File: src/rtl/tdc_core_if.sv
// Measurement/result bundle for tdc_core: start/stop events and delay-line taps in,
// a valid/ready-qualified result record out.
interface tdc_core_if #(
  parameter int NUM_STAGES = 16,
  parameter int COARSE_W   = 16
) ();
  localparam int FINE_W = $clog2(NUM_STAGES + 1);

  logic                  start;
  logic                  stop;
  logic [NUM_STAGES-1:0] tap_code;
  logic                  result_ready;
  logic                  result_valid;
  logic [COARSE_W-1:0]   result_coarse;
  logic [FINE_W-1:0]     result_fine;
  logic                  result_timeout;
  logic                  result_overrun;
  logic                  busy;

  modport slave (
    input  start, stop, tap_code, result_ready,
    output result_valid, result_coarse, result_fine, result_timeout, result_overrun, busy
  );

  modport master (
    output start, stop, tap_code, result_ready,
    input  result_valid, result_coarse, result_fine, result_timeout, result_overrun, busy
  );
endinterface

File: src/rtl/tdc_core.sv
// Time-to-digital converter core: a coarse clk-cycle counter between start and stop,
// refined by the popcount of a delay-line thermometer code captured with stop.
module tdc_core #(
  parameter int NUM_STAGES = 16,
  parameter int COARSE_W   = 16
) (
  input  logic          clk,
  input  logic          reset_n,
  tdc_core_if.slave     bus
);
  localparam int FINE_W = $clog2(NUM_STAGES + 1);

  localparam logic [1:0] S_IDLE   = 2'd0;
  localparam logic [1:0] S_RUN    = 2'd1;
  localparam logic [1:0] S_ENCODE = 2'd2;
  localparam logic [1:0] S_HOLD   = 2'd3;

  localparam logic [COARSE_W-1:0] CNT_MAX = '1;

  logic [1:0]            state_q,   state_d;
  logic [COARSE_W-1:0]   cnt_q,     cnt_d;
  logic [NUM_STAGES-1:0] tap_q,     tap_d;
  logic [COARSE_W-1:0]   coarse_q,  coarse_d;
  logic [FINE_W-1:0]     fine_q,    fine_d;
  logic                  timeout_q, timeout_d;
  logic                  overrun_q, overrun_d;

  // Counting set bits rather than locating the thermometer edge keeps bubbles harmless.
  function automatic logic [FINE_W-1:0] popcount(input logic [NUM_STAGES-1:0] v);
    logic [FINE_W-1:0] n;
    n = '0;
    for (int i = 0; i < NUM_STAGES; i++) begin
      n = n + FINE_W'(v[i]);
    end
    return n;
  endfunction

  always_comb begin
    // NOTE: every _d starts from its _q so no path through the case leaves a latch.
    state_d   = state_q;
    cnt_d     = cnt_q;
    tap_d     = tap_q;
    coarse_d  = coarse_q;
    fine_d    = fine_q;
    timeout_d = timeout_q;
    overrun_d = overrun_q;

    case (state_q)
      S_IDLE: begin
        if (bus.start) begin
          state_d   = S_RUN;
          cnt_d     = '0;
          overrun_d = 1'b0;
        end
      end
      S_RUN: begin
        if (bus.start) overrun_d = 1'b1;
        if (bus.stop) begin
          state_d   = S_ENCODE;
          tap_d     = bus.tap_code;
          coarse_d  = cnt_q;
          timeout_d = 1'b0;
        end else if (cnt_q == CNT_MAX) begin
          state_d   = S_HOLD;
          coarse_d  = CNT_MAX;
          fine_d    = '0;
          timeout_d = 1'b1;
        end else begin
          cnt_d = cnt_q + COARSE_W'(1);
        end
      end
      S_ENCODE: begin
        if (bus.start) overrun_d = 1'b1;
        fine_d  = popcount(tap_q);
        state_d = S_HOLD;
      end
      S_HOLD: begin
        // The handshake cycle ends the measurement, so a start there is simply dropped.
        if (bus.result_ready) state_d = S_IDLE;
        else if (bus.start)   overrun_d = 1'b1;
      end
      default: state_d = S_IDLE;
    endcase
  end

  // NOTE: the tap capture register is reset too, so a discarded measurement leaves no residue.
  always_ff @(posedge clk or negedge reset_n) begin
    if (!reset_n) begin
      state_q   <= S_IDLE;
      cnt_q     <= '0;
      tap_q     <= '0;
      coarse_q  <= '0;
      fine_q    <= '0;
      timeout_q <= 1'b0;
      overrun_q <= 1'b0;
    end else begin
      // NOTE: non-blocking updates so all registers see the same pre-edge values.
      state_q   <= state_d;
      cnt_q     <= cnt_d;
      tap_q     <= tap_d;
      coarse_q  <= coarse_d;
      fine_q    <= fine_d;
      timeout_q <= timeout_d;
      overrun_q <= overrun_d;
    end
  end

  assign bus.result_valid   = (state_q == S_HOLD);
  assign bus.result_coarse  = coarse_q;
  assign bus.result_fine    = fine_q;
  assign bus.result_timeout = timeout_q;
  assign bus.result_overrun = overrun_q;
  assign bus.busy           = (state_q != S_IDLE);
endmodule

File: src/flat_wrapper.sv
// flat-port wrapper written by rule: the top's interface ports become plain ports
module tdc_core_flat 
#(
  parameter int NUM_STAGES = 16,
  parameter int COARSE_W   = 16
)
  (clk, reset_n, bus_start, bus_stop, bus_tap_code, bus_result_ready, bus_result_valid, bus_result_coarse, bus_result_fine, bus_result_timeout, bus_result_overrun, bus_busy);
  tdc_core_if #(.NUM_STAGES(NUM_STAGES), .COARSE_W(COARSE_W)) bus_i ();
  input  logic clk;
  input  logic reset_n;
  input wire logic [$bits(bus_i.start)-1:0] bus_start;
  input wire logic [$bits(bus_i.stop)-1:0] bus_stop;
  input wire logic [$bits(bus_i.tap_code)-1:0] bus_tap_code;
  input wire logic [$bits(bus_i.result_ready)-1:0] bus_result_ready;
  output wire logic [$bits(bus_i.result_valid)-1:0] bus_result_valid;
  output wire logic [$bits(bus_i.result_coarse)-1:0] bus_result_coarse;
  output wire logic [$bits(bus_i.result_fine)-1:0] bus_result_fine;
  output wire logic [$bits(bus_i.result_timeout)-1:0] bus_result_timeout;
  output wire logic [$bits(bus_i.result_overrun)-1:0] bus_result_overrun;
  output wire logic [$bits(bus_i.busy)-1:0] bus_busy;
  assign bus_i.start = bus_start;
  assign bus_i.stop = bus_stop;
  assign bus_i.tap_code = bus_tap_code;
  assign bus_i.result_ready = bus_result_ready;
  assign bus_result_valid = bus_i.result_valid;
  assign bus_result_coarse = bus_i.result_coarse;
  assign bus_result_fine = bus_i.result_fine;
  assign bus_result_timeout = bus_i.result_timeout;
  assign bus_result_overrun = bus_i.result_overrun;
  assign bus_busy = bus_i.busy;
  tdc_core #(.NUM_STAGES(NUM_STAGES), .COARSE_W(COARSE_W)) u_core (.clk(clk), .reset_n(reset_n), .bus(bus_i));
endmodule
File: config.mk
export PLATFORM = sky130hd
export DESIGN_NAME = tdc_core_flat
export DESIGN_NICKNAME = d
export VERILOG_FILES = /design/src/rtl/tdc_core_if.sv /design/src/rtl/tdc_core.sv /design/src/flat_wrapper.sv
export SDC_FILE = /design/constraint.sdc
export NUM_CORES = 1
export LEC_CHECK = 0
export CAP_MARGIN = 30
export CORE_ASPECT_RATIO = 1.2
export CORE_MARGIN = 2
export CORE_UTILIZATION = 51
export CTS_BUF_LIST = sky130_fd_sc_hd__clkbuf_4 sky130_fd_sc_hd__clkbuf_8
export DETAILED_ROUTE_END_ITERATION = 10
export PLACE_DENSITY = 0.87
export SETUP_SLACK_MARGIN = 0.02
export SYNTH_ARGS = -nofsm -noshare
export SYNTH_HDL_FRONTEND = slang
export SYNTH_SLANG_ARGS = --single-unit
File: constraint.sdc
create_clock -name clk -period 3.8 [get_ports clk]
set_clock_uncertainty 0.2 [all_clocks]
set_input_delay 0.95 -clock clk [delete_from_list [all_inputs] [get_ports clk]]
set_output_delay 0.95 -clock clk [all_outputs]
set_load 0.01 [all_outputs]
# ---- After elaboration in Yosys (flattened, before gate mapping)
# Index checks and enable logic that the tools add are counted.
dict set report classes {
  addsub 16
  n_eq_ne 11
  muxes 20
  reduce_logical 12
}
# op count
set ops {}
lappend ops {{2-to-1 mux 16 bit} 5}
lappend ops {{adder 5 x 1 -> 5 bit} 14}
lappend ops {{case mux 16 bit (2 select lines)} 1}
lappend ops {{adder 16 x 1 -> 16 bit, second input constant} 1}
lappend ops {{equality test 16 bit, second input constant} 1}
lappend ops {{2-to-1 mux 5 bit} 2}
lappend ops {{inequality test 2 bit, second input constant} 5}
lappend ops {{case mux 5 bit (2 select lines)} 1}
lappend ops {{2-to-1 mux 2 bit} 4}
lappend ops {{case mux 2 bit (4 select lines)} 1}
lappend ops {{nonzero test 2 bit} 4}
lappend ops {{AND reduction 2 bit} 3}
lappend ops {{AND reduction 3 bit} 2}
lappend ops {{2-to-1 mux 1 bit} 5}
lappend ops {{equality test 2 bit, second input constant} 2}
lappend ops {{AND reduction 4 bit} 1}
lappend ops {{inequality test 3 x 2 -> 1 bit, second input constant} 1}
lappend ops {{case mux 1 bit (3 select lines)} 1}
lappend ops {{adder 1 x 1 -> 2 bit} 1}
lappend ops {{equality test 2 x 1 -> 1 bit, second input constant} 1}
lappend ops {{zero test 2 bit} 1}
lappend ops {{inequality test 2 x 1 -> 1 bit, second input constant} 1}
lappend ops {{OR reduction 2 bit} 1}
dict set report word_totals {
  regBits 57
  inputBits 21
  output_inout_bits 25
  word_cells 66
}

# ---- Depth between registers and ports, before layout
dict set report logic_depth {
  word_depth 16
  ltp_mapped 14
  ltp_nobuf 14
}

# ---- Least setup slack after synthesis
# Ideal clock, no wire load.
dict set report synth_timing {
  path_kind {register to register}
  startpoint {register u_core.tap_q[0]}
  endpoint {register u_core.fine_q[1], in the netlist u_core.bus.result_fine[1]}
  setup_time_ps 126
  arrival_time_ps 3833
  t_required_ps 3474
  slack_ps -359
  path_stages_with_launch 13
  path_buffers 0
  period_less_slack_ps 4159
  cell_sequence {dfrtp_1 -> ha_1 -> inv_1 -> fa_1 -> fa_1 -> fa_1 -> fa_1 -> fa_1 -> inv_1 -> fa_1 -> mux2i_1 -> nor2_1 -> a221o_1}
}
dict set report synth_via {
  elab_chain_cells 16
}
# item line_no
set synth_lines {}
lappend synth_lines {{start, declared} tdc_core.sv:22} ;# logic [NUM_STAGES-1:0] tap_q, tap_d;
lappend synth_lines {{start signal, assigned} tdc_core.sv:100} ;# tap_q <= tap_d;
lappend synth_lines {{adder 1 x 1 -> 2 bit} tdc_core.sv:33} ;# n = n + FINE_W'(v[i]);
lappend synth_lines {{adder 5 x 1 -> 5 bit (14 in a row)} tdc_core.sv:33}
lappend synth_lines {{case mux 5 bit (2 select lines)} tdc_core.sv:48} ;# case (state_q)
lappend synth_lines {{end signal, assigned} tdc_core.sv:102} ;# fine_q <= fine_d;
lappend synth_lines {{end, declared} tdc_core.sv:24} ;# logic [FINE_W-1:0] fine_q, fine_d;
# No other way between the ends.
# A chain may end at the register's enable or synchronous reset.

# ---- Final worst setup path
# Same ends and word-level chain as after synthesis.

==> results_dict.tcl <==
set metrics [dict create \
    status "finished with violations" \
    violations "setup timing" \
    drt-pass1-iter-count 4 \
    relSlewSlack 0.557 \
    async_reset_ff_frac 1.00 \
    fin_crit_ns 4.27 \
    worstPathRequired_ns 3.82 \
    cts_tree "yes" \
    clock-root-buffer "clkbuf_8" \
    wl_microns 6800 \
    via_per_inst 5.80 \
    crit_fanout 2 \
    whs_endpoint "u_core.bus.result_coarse[14]$_DFFE_PN0P_" \
    clock_path_buffers 2 \
    reg2reg_slack_ns -0.47 \
    ys.warnings.count 0 \
    r2r_end "u_core.bus.result_fine[1]$_DFFE_PN0P_" \
    report.final.slew_viol_count 0 \
    finalSetupViolCount 5 \
    synth_fp_nets 350 \
    ys_types 51 \
    rsz0062_at_grt "yes" \
    cts_max_level 3 \
    numCtsBuffers 9 \
    ff2ff_path_depth 12 \
    synth_area_leaders "dfrtp_1 (43%), mux2_2 (6.2%), fa_1 (6.1%), o22a_1 (4.3%), ha_1 (4.2%)" \
    path_cells "ha_1 > inv_2 > fa_1 > fa_1 > fa_1 > fa_1 > fa_2 > inv_2 > fa_2 > mux2i_1 > nor2_1 > a221o_1" \
    antenna_found_initial 0 \
    gp_congestion 0.856 \
    path_class "reg -> reg" \
    fmax_mhz 234 \
    cp-start-kind "flop" \
    crit_path_end_kind "flop" \
    cp_common_cell "fa_1" \
    worst_slew_pin_slew_ns 0.658 \
    hpwl_microns 4750 \
    boundaryPins 46 \
    antennaDiodeCount 0 \
    area_delta_synth_final_pct 22.3 \
    fp.dieArea_sq_um 7120 \
    core_region_area_sq_um 6330 \
    layout-drive-gt1-share 0.157 \
    initial_utilization 0.520 \
    hp-class "reg -> reg" \
    slowest_stage "fa_1" \
    yosys_register_bits 57 \
    drtIter0Drc 295 \
    path_clk_slew_ns 0.06 \
    synthCells 308 \
    grt_max_degree 38 \
    holdWs_ns 0.288 \
    post-route-drc-count 0 \
    synth_ff_type "dfrtp_1" \
    hold_start "u_core.bus.result_coarse[14]$_DFFE_PN0P_" \
    portBuffers 45 \
    grt_pass1_vias 2426 \
    tns_ns -1.44 \
    layout_commonest_cell "dfrtp_1" \
    setup_slack_ns -0.470 \
    syn_area_per_cell_sq_um 10.7 \
    die_y_microns 92.0 \
    overflow 0 \
    critical_path_arrival_ns 4.29 \
    wl_per_cell_microns 15.4 \
    yosysSeqAreaShare 0.433 \
    cts_hold_buf 0 \
    num_rows 32 \
    drv_cap 0 \
    synth.top_cell.area_share 0.433 \
    die_w_microns 77.3 \
    slowest_delay_ns 0.51 \
    clk_latency_ns 0.34 \
    hold_viol 0 \
    holdPathStages 1 \
    grt_use_total 0.207 \
    grt_pass1_wl_microns 11600 \
    nets 395 \
    antenna_left 0 \
    yosysTopAreaCell "dfrtp_1" \
    clock_sinks 57 \
    final_cell_mix "dfrtp_1 (57), clkdlybuf4s50_1 (44), inv_1 (27), mux2_2 (18)" \
    r2r_start "u_core.tap_q[0]$_DFFE_PN0P_" \
    synth_area_sq_um 3290 \
    period_share 1.12 \
    synth_edf_count 0 \
    vias 2564 \
]
==> worst max-delay path by stage <==
stage / slack, ns / endpoint / startpoint / depth (start not counted)
finish: -0.47 / u_core.bus.result_fine[1]$_DFFE_PN0P_ / u_core.tap_q[0]$_DFFE_PN0P_ / 12
detailed placement: -0.47 / u_core.bus.result_fine[1]$_DFFE_PN0P_ / u_core.tap_q[0]$_DFFE_PN0P_ / 12
global route: -0.62 / u_core.bus.result_fine[1]$_DFFE_PN0P_ / u_core.tap_q[0]$_DFFE_PN0P_ / 12
CTS: -0.46 / u_core.bus.result_fine[1]$_DFFE_PN0P_ / u_core.tap_q[0]$_DFFE_PN0P_ / 12
floorplan: -0.26 / u_core.bus.result_fine[1]$_DFFE_PN0P_ / u_core.tap_q[0]$_DFFE_PN0P_ / 12
global placement: -0.30 / u_core.bus.result_fine[4]$_DFFE_PN0P_ / u_core.tap_q[0]$_DFFE_PN0P_ / 13
==> registers in the layout (all words and copies together), names as in the netlist <==
| signal | flops |
|---|---|
| u_core.tap_q | 16 |
| u_core.bus.result_fine | 5 |
| u_core.state_q | 2 |
| u_core.cnt_q | 16 |
| u_core.bus.result_overrun | 1 |
| u_core.bus.result_timeout | 1 |
| u_core.bus.result_coarse | 16 |
==> repair_timing <==
item,in CTS,in global routing
gates resized for setup,4,1
buffers inserted,1,0
pin swaps,5,1
setup endpoints to repair,5,5
hold endpoints to repair,0,0
==> cell families after synthesis <==
| group | count (synthesis) | share of synthesized area |
|---|---|---|
| flip-flops | 57 | 0.433 |
| multiplexers | 23 | 0.0768 |
| XOR/XNOR | 1 | 0.00266 |
| AND/OR/NAND/NOR | 89 | 0.168 |
| adder cells (fa/ha/maj) | 21 | 0.103 |
| AO/OA/AOI/OAI | 67 | 0.158 |
| buffers and inverters | 50 | 0.0593 |
==> worst max-delay path: cells and delay by family, from the launching register on <==
family | cells | cell delay, ns
and+or+nand+nor | 1 | 0.07
muxes | 1 | 0.16
buffers and inverters | 2 | 0.10
adders and majority gates | 7 | 2.95
AOI/OAI and AO/OA | 1 | 0.29
DFF | 1 | 0.38
==> metal layers <==
metal / routed length, microns / vias to the layer above / share of wire / GRT usage
li1: - / 1224 / - / -
met1: 2980 / 1267 / 0.44 / 0.276
met2: 3420 / 63 / 0.50 / 0.326
met3: 296 / 10 / 0.044 / 0.0551
met4: 100 / 0 / 0.015 / 0.0729
met5: 0 / - / 0 / 0
==> area by class of cell <==
type	count	area [sq um]
repair buffers	54	513
inverters	30	113
fillers	535	2300
clock inverters	4	45.0
multi-input cells	201	1680
clock buffers	11	139
flip-flops and latches	57	1430
well taps	85	106
==> synth_stat cells (6+ instances only) <==
library cell	number
nor2_1	9
nor3_1	9
a21oi_1	12
dfrtp_1	57
nand2_1	16
fa_1	10
clkbuf_1	13
inv_1	30
o211ai_1	6
a221o_1	6
mux2_2	18
ha_1	11
nand3_1	12
o22a_1	16
==> metrics by stage <==
stage	setup WS [ns]	util	std cells	instance area [sq um]
after floorplan	-0.256	-	308	3290
after global placement	-0.297	0.604	426	3820
after detailed placement	-0.472	0.604	426	3820
after CTS	-0.463	0.635	442	4020
after global routing	-0.616	0.636	442	4030
final	-0.470	0.636	442	4030
Power is left out: the tool's default activity adds up to more than one toggle a clock period on the data nets, which glitch-free logic cannot reach.
